File: src/rtl/clock_cell_div_bank.sv
// clock_cell_div_bank: bank of independent glitch-free programmable clock dividers with enable pulses
// Ratio updates are staged in a one-deep pending slot and applied only on a period boundary.
module clock_cell_div_bank #(
    parameter int CHANNELS  = 4,
    parameter int DIV_W     = 8,
    parameter int DEF_RATIO = 2
) (
    input  logic                      ck,
    input  logic                      rst,
    input  logic [CHANNELS-1:0]       ch_en,
    input  logic [CHANNELS*DIV_W-1:0] cfg_ratio,
    input  logic [CHANNELS-1:0]       cfg_valid,
    output logic [CHANNELS-1:0]       cfg_ready,
    output logic [CHANNELS-1:0]       cfg_done,
    output logic [CHANNELS-1:0]       clk_div,
    output logic [CHANNELS-1:0]       clk_en,
    output logic [CHANNELS-1:0]       ch_active
);
    typedef enum logic [1:0] {IDLE, RUN, DRAIN} state_t;
    localparam logic [DIV_W-1:0] DEF = DIV_W'(DEF_RATIO);
    localparam logic [DIV_W-1:0] MIN = DIV_W'(2);

    for (genvar i = 0; i < CHANNELS; i++) begin : g_ch
        state_t           state, n_state;
        logic [DIV_W-1:0] cnt, ratio, pend, n_cnt, n_ratio, req;
        logic             run, wrap, apply, take, n_run;
        logic             rdy, done, div, en, act;

        assign cfg_ready[i] = rdy;
        assign cfg_done[i]  = done;
        assign clk_div[i]   = div;
        assign clk_en[i]    = en;
        assign ch_active[i] = act;

        // A stop request is honoured only on the wrap cycle, so the last period always completes.
        always_comb begin
            req     = cfg_ratio[i*DIV_W +: DIV_W];
            run     = state != IDLE;
            wrap    = cnt == ratio - 1'b1;
            apply   = !rdy && (!run || wrap);
            take    = cfg_valid[i] && rdy;
            n_ratio = apply ? pend : ratio;
            n_state = !run ? (ch_en[i] ? RUN : IDLE) :
                      (wrap && !ch_en[i]) ? IDLE : (ch_en[i] ? RUN : DRAIN);
            n_run   = n_state != IDLE;
            n_cnt   = (!run || wrap) ? '0 : cnt + 1'b1;
        end

        // Outputs are registered from next-state values so they change only on ck.
        always_ff @(posedge ck or posedge rst) begin
            if (rst) begin
                state <= IDLE;
                cnt   <= '0;
                ratio <= DEF;
                pend  <= DEF;
                rdy   <= 1'b1;
                done  <= 1'b0;
                div   <= 1'b0;
                en    <= 1'b0;
                act   <= 1'b0;
            end else begin
                state <= n_state;
                cnt   <= n_cnt;
                ratio <= n_ratio;
                if (take)
                    pend <= (req < MIN) ? MIN : req;
                rdy   <= rdy ? !take : apply;
                done  <= apply;
                div   <= n_run && (n_cnt < n_ratio - (n_ratio >> 1));
                en    <= n_run && (n_cnt == n_ratio - 1'b1);
                act   <= n_run;
            end
        end
    end
endmodule

File: config.mk
export PLATFORM = sky130hd
export DESIGN_NAME = clock_cell_div_bank
export DESIGN_NICKNAME = d
export VERILOG_FILES = /design/src/rtl/clock_cell_div_bank.sv
export SDC_FILE = /design/constraint.sdc
export NUM_CORES = 1
export LEC_CHECK = 0
export ABC_AREA = 1
export BUFFER_PORTS_ARGS = -buffer_cell sky130_fd_sc_hd__buf_2
export CAP_MARGIN = 20
export CORE_MARGIN = 4
export CORE_UTILIZATION = 35
export DETAILED_ROUTE_END_ITERATION = 16
export PLACE_DENSITY_LB_ADDON = 0.3
export SLEW_MARGIN = 30
export SYNTH_ARGS = -nofsm -noshare
export SYNTH_HDL_FRONTEND = slang
export SYNTH_SLANG_ARGS = --single-unit
export TNS_END_PERCENT = 10
File: constraint.sdc
create_clock -name ck -period 5.1 [get_ports ck]
set_clock_uncertainty 0.1 [all_clocks]
set_input_delay 0.255 -clock ck [delete_from_list [all_inputs] [get_ports ck]]
set_output_delay 0.255 -clock ck [all_outputs]
set_load 0.05 [all_outputs]
# == After elaboration in Yosys (flattened, before gate mapping) ==
# Index checks and enable logic that the tools add are counted.
# word_totals
regBits,124
input_bits,42
out_inout_bits,20
word_cells,148
# op_classes
addsub,16
n_lt_le_gt_ge,8
eq_ne,8
mux,32
n_reduce_logical,48
# ops
op,n
two-way mux 8 bit,12
equality test 8 bit,8
"subtractor 8 x 1 -> 8 bit, second input constant",8
"adder 8 x 1 -> 8 bit, second input constant",4
"less-than comparator 8 x 2 -> 1 bit, second input constant",4
less-than comparator 8 bit,4
subtractor 8 x 7 -> 8 bit,4
two-way mux 2 bit,12
logical AND 1 bit,20
zero test 1 bit,16
nonzero test 2 bit,8
two-way mux 1 bit,8
logical OR 1 bit,4

# == Logic depth before layout (Yosys ltp) ==
# depth
ltp_word,8
mapped_depth,31
mapped_depth_nobuf,30

# == Least setup slack after synthesis ==
# Ideal clock, no wire load.
# synth_path
path_kind,register -> register
from,reg g_ch[2].ratio[1]
to,reg g_ch[2].div
setup_time_ps,77
t_arrival_ps,4136
path_slack_ps,787
path_stages_with_launch,24
n_path_buf,1
cell_sequence,dfstp_2 > inv_1 > ha_1 > xor2_1 > nand2_1 > nor2_1 > nand4_1 > nor2_1 > nand3_1 > nand2_2 > nand2_4 > buf_6 > o21ai_0 > ha_1 > o31ai_1 > a21oi_1 > o21ai_0 > a21o_1 > a21oi_1 > xor2_1 > ha_1 > a21oi_1 > o211ai_1 > a21oi_1
# synth_via
elab_chain_cells,8
elab_cells_between_ends,13
# synth_rtl
element,line,source
"start, declared",25,"logic [DIV_W-1:0] cnt, ratio, pend, n_cnt, n_ratio, req;"
"start signal, assigned",64,ratio <= n_ratio;
subtractor 8 x 1 -> 8 bit,39,wrap = cnt == ratio - 1'b1;
equality test 8 bit,39,
logical OR 1 bit,"40, 46",
logical AND 1 bit,40,apply = !rdy && (!run || wrap);
two-way mux 8 bit,42,n_ratio = apply ? pend : ratio;
subtractor 8 x 7 -> 8 bit,69,div <= n_run && (n_cnt < n_ratio - (n_ratio >> 1));
less-than comparator 8 bit,69,
logical AND 1 bit *,69,
"end signal, assigned",69,
"end, declared",27,"logic rdy, done, div, en, act;"
# Mark *: on every way between the ends. The rest lies on a longest branch, timed or not.
# A chain may end at the register's enable or synchronous reset.

# == Worst setup path in the final report ==
# Ends and elaborated chain as after synthesis.

==> metrics.txt <==
status completed; CP Launch Point g_ch[2].ratio[1]$_DFF_PP1_; Fin Setup TNS 0 ns; FMAX 223 MHz; Synth Register Bits about 120; final hold vios 0; ANT nets after route 0; Post-Syn Nets 1430; Detailed Place HPWL 17.5 mm; total number of H-tree levels 4; RSZ-0062 raised after global routing false; vias per cell 4.75; PD cells 594 nW/um2; post-synth cell types 50; DR WL/cell 13.1 um; simple logic cell fraction of the synthesized area 31.1%; largest family of logic cells by synthesized area simple AND/OR/NAND/NOR gates; Clk pin slew, worst setup/hold paths around 0.06 ns; setup violators final 0; Die Y 173 um; die area roughly 30000 um2; worst min path class in2reg; CP endpoint g_ch[2].div$_DFF_PP0_; Final Critical Period between 4 and 5 ns; mux cell area share after synthesis 1.42%; Non-Filler Instances 1737; fin util 40.8%; Worst R2R End g_ch[2].div$_DFF_PP0_; Mapped Cells ~1300; cell area after synthesis between 9000 and 10000 um2; Worst Setup End Kind flop; DR vias 8247; gp weighted congestion around 0.86; TritonCTS buffer count 17; FF-to-FF setup slack about 0.62 ns; DR iter-0 viols 393; crit path max fanout 19; I/O Pins 62; Max-slew headroom 52.3%; worst skew pair latency 0.42 ns; worst-case reg-to-reg path depth 22; Post-synth EDFFs 0; post-synth top area share 29.4%; placed insts 1670; ys flop type dfrtp_1; worst r2r src g_ch[2].ratio[1]$_DFF_PP1_; WS Path Type reg2reg; CTS tree done; Total Routing Usage GR 15.7%; Placeable Area approximately 27000 um2; first-pass GRT wire length a little under 40 mm; Synth area leader dfrtp_1; Post-route DRC 0; Synth Area in Compound Gates 7.08%; I/O Buffers 61; Static Leak 0.00571 uW; synth top area cells dfrtp_1, nand2_1, ha_1; starting density of the core 35.4%; Area growth, synth to finish 15.2%; CP Data Required Time 5.33 ns; vias in the first global route 8452; sequential cell area fraction in the yosys report roughly 33%; ys async rst share 100%; clk root buf clkbuf_16; CTS Buffer Depth 2; drt first pass iters 7; Startpoint Class flop; Final Max Slew Viols 0; Worst VDD drop 0.336 mV; yosys warns 0; Worst Path Arrival 4.71 ns; maxcap violations 0; n_diodes 0; Die Wd 173 um; Post-Synth Adder-Cell Area 11.6%; largest net degree at the start of global routing 70; GRT overflow 0; DRT Wirelength 22.8 mm; row count 60; worst-margin pin slew ~0.72 ns; Mean Syn Cell Area 7.32 um2; xor/xnor cell area share of the yosys netlist 5.85%; ratio of final minimum period to clock period 87.8%; clk sinks 124; layout cell share with drive strength beyond 1 12.6%; nets 1511; initial antenna violation count 0
[how the worst min path moves through the flow]
stage / start / endpoint / slack (ns) / cells after the start
6_report: cfg_ratio[11] / g_ch[1].pend[1]$_DFFE_PP1P_ / 0.02 / 4
4_1_cts: cfg_ratio[1] / g_ch[0].pend[1]$_DFFE_PP1P_ / 0.0008 / 4
2_1_floorplan: cfg_valid[0] / g_ch[0].rdy$_DFF_PP1_ / 0.22 / 1
5_1_grt: cfg_ratio[11] / g_ch[1].pend[3]$_DFFE_PP0P_ / 0.02 / 3
3_5_place_dp: ch_en[2] / g_ch[2].state[0]$_DFF_PP0_ / 0.29 / 1
3_3_place_gp: ch_en[0] / g_ch[0].state[0]$_DFF_PP0_ / 0.29 / 1
[critical path: stages, from the launching register on]
cell and delay, ns:
dfstp_2 0.51, inv_1 0.06, ha_1 0.28, xor2_1 0.15, nand2_1 0.07, nor2_1 0.10, nand4_1 0.08, nor2_1 0.11
nand3_1 0.08, nand2_2 0.09, nand2_4 0.13, o21ai_1 0.42, ha_1 0.35, o31ai_1 0.38, a21oi_1 0.13, o21ai_0 0.28
a21o_1 0.16, a21oi_1 0.06, xor2_1 0.16, ha_1 0.32, a21oi_1 0.15, o211ai_1 0.10, a21oi_1 0.12
[layer usage]
| layer | GRT usage (%) | part of all wire, % |
|---|---|---|
| met1 | 20.3 | 47 |
| met3 | 2.21 | 2.7 |
| met5 | 0 | 0 |
| met4 | 5.49 | 2.2 |
| met2 | 27.1 | 48 |
[metrics by stage]
step	hold slack (ns)	setup slack [ns]	area, um2	total power, uW
floorplan	0.218	0.787	9530	4500
global placement	0.290	0.586	10000	5200
detailed placement	0.292	0.427	10000	5280
CTS	0.000844	0.398	11000	6570
global route	0.0178	0.188	11000	7260
finish	0.0203	0.622	11000	6520
[final cells by class]
type,instances,area (um2)
clock buffers,20,437
clock inverters,12,149
multi-input cells,950,5440
well taps,341,427
repair buffers,100,686
inverters,190,718
flip-flops and latches,124,3120
fillers,2712,15900
[flip-flops by register name (all words and copies together), names as in the netlist]
name	count
g_ch.cnt	32
g_ch.state	8
g_ch.en	4
g_ch.act	4
g_ch.div	4
g_ch.pend	32
g_ch.rdy	4
g_ch.done	4
g_ch.ratio	32
[synthesized netlist by cell type (4+ instances only)]
master,n
ha_1,82
nand2_4,6
xnor2_1,24
nand2_1,332
nand3_2,5
dfrtp_1,112
nor2_2,8
buf_4,22
nor3_1,12
clkbuf_1,8
buf_6,4
nand4_1,10
dfstp_2,12
nor2_1,128
o21ai_2,5
nand3b_1,9
o21ai_1,4
nor4_1,4
fa_1,4
nand2_2,13
xor2_1,37
a21oi_1,47
inv_1,182
o21ai_0,32
o211ai_1,5
nand3_1,128
inv_2,6
or2_2,9
mux2_2,12
[kinds of logic after synthesis]
group,count (synthesis)
AO/OA/AOI/OAI,115
XOR/XNOR,62
multiplexers,12
adder cells (fa/ha/maj),86
flip-flops,124
buffers and inverters,228
AND/OR/NAND/NOR,675
[placed cells by master (no fill, tap or decap), types with 8 or more instances in the layout]
| master | n |
|---|---|
| nand2_1 | 332 |
| inv_1 | 181 |
| nor2_1 | 128 |
| nand3_1 | 128 |
| dfrtp_1 | 112 |
| ha_1 | 82 |
| buf_2 | 61 |
| a21oi_1 | 47 |
| xor2_1 | 37 |
| dlygate4sd3_1 | 35 |
| o21ai_0 | 30 |
| xnor2_1 | 24 |
| clkbuf_16 | 17 |
| nand2_2 | 13 |
| nor3_1 | 12 |
| mux2_2 | 12 |
| dfstp_2 | 12 |
| nand4_1 | 10 |
| or2_2 | 9 |
| nand3b_1 | 9 |
| nor2_2 | 8 |
[power by group]
part	total, uW	switching [uW]	internal (uW)
sequential	1530	251	1280
combinational	3750	2310	1440
clock	1230	468	765
[timing repair]
item	in CTS	in global routing
setup buffers	0	0
endpoints found under the hold margin	98	0
hold buffers	35	0
gates resized for setup	0	2
endpoints found under the setup margin	0	2
Note: power is estimated with default switching activity, not from simulation.
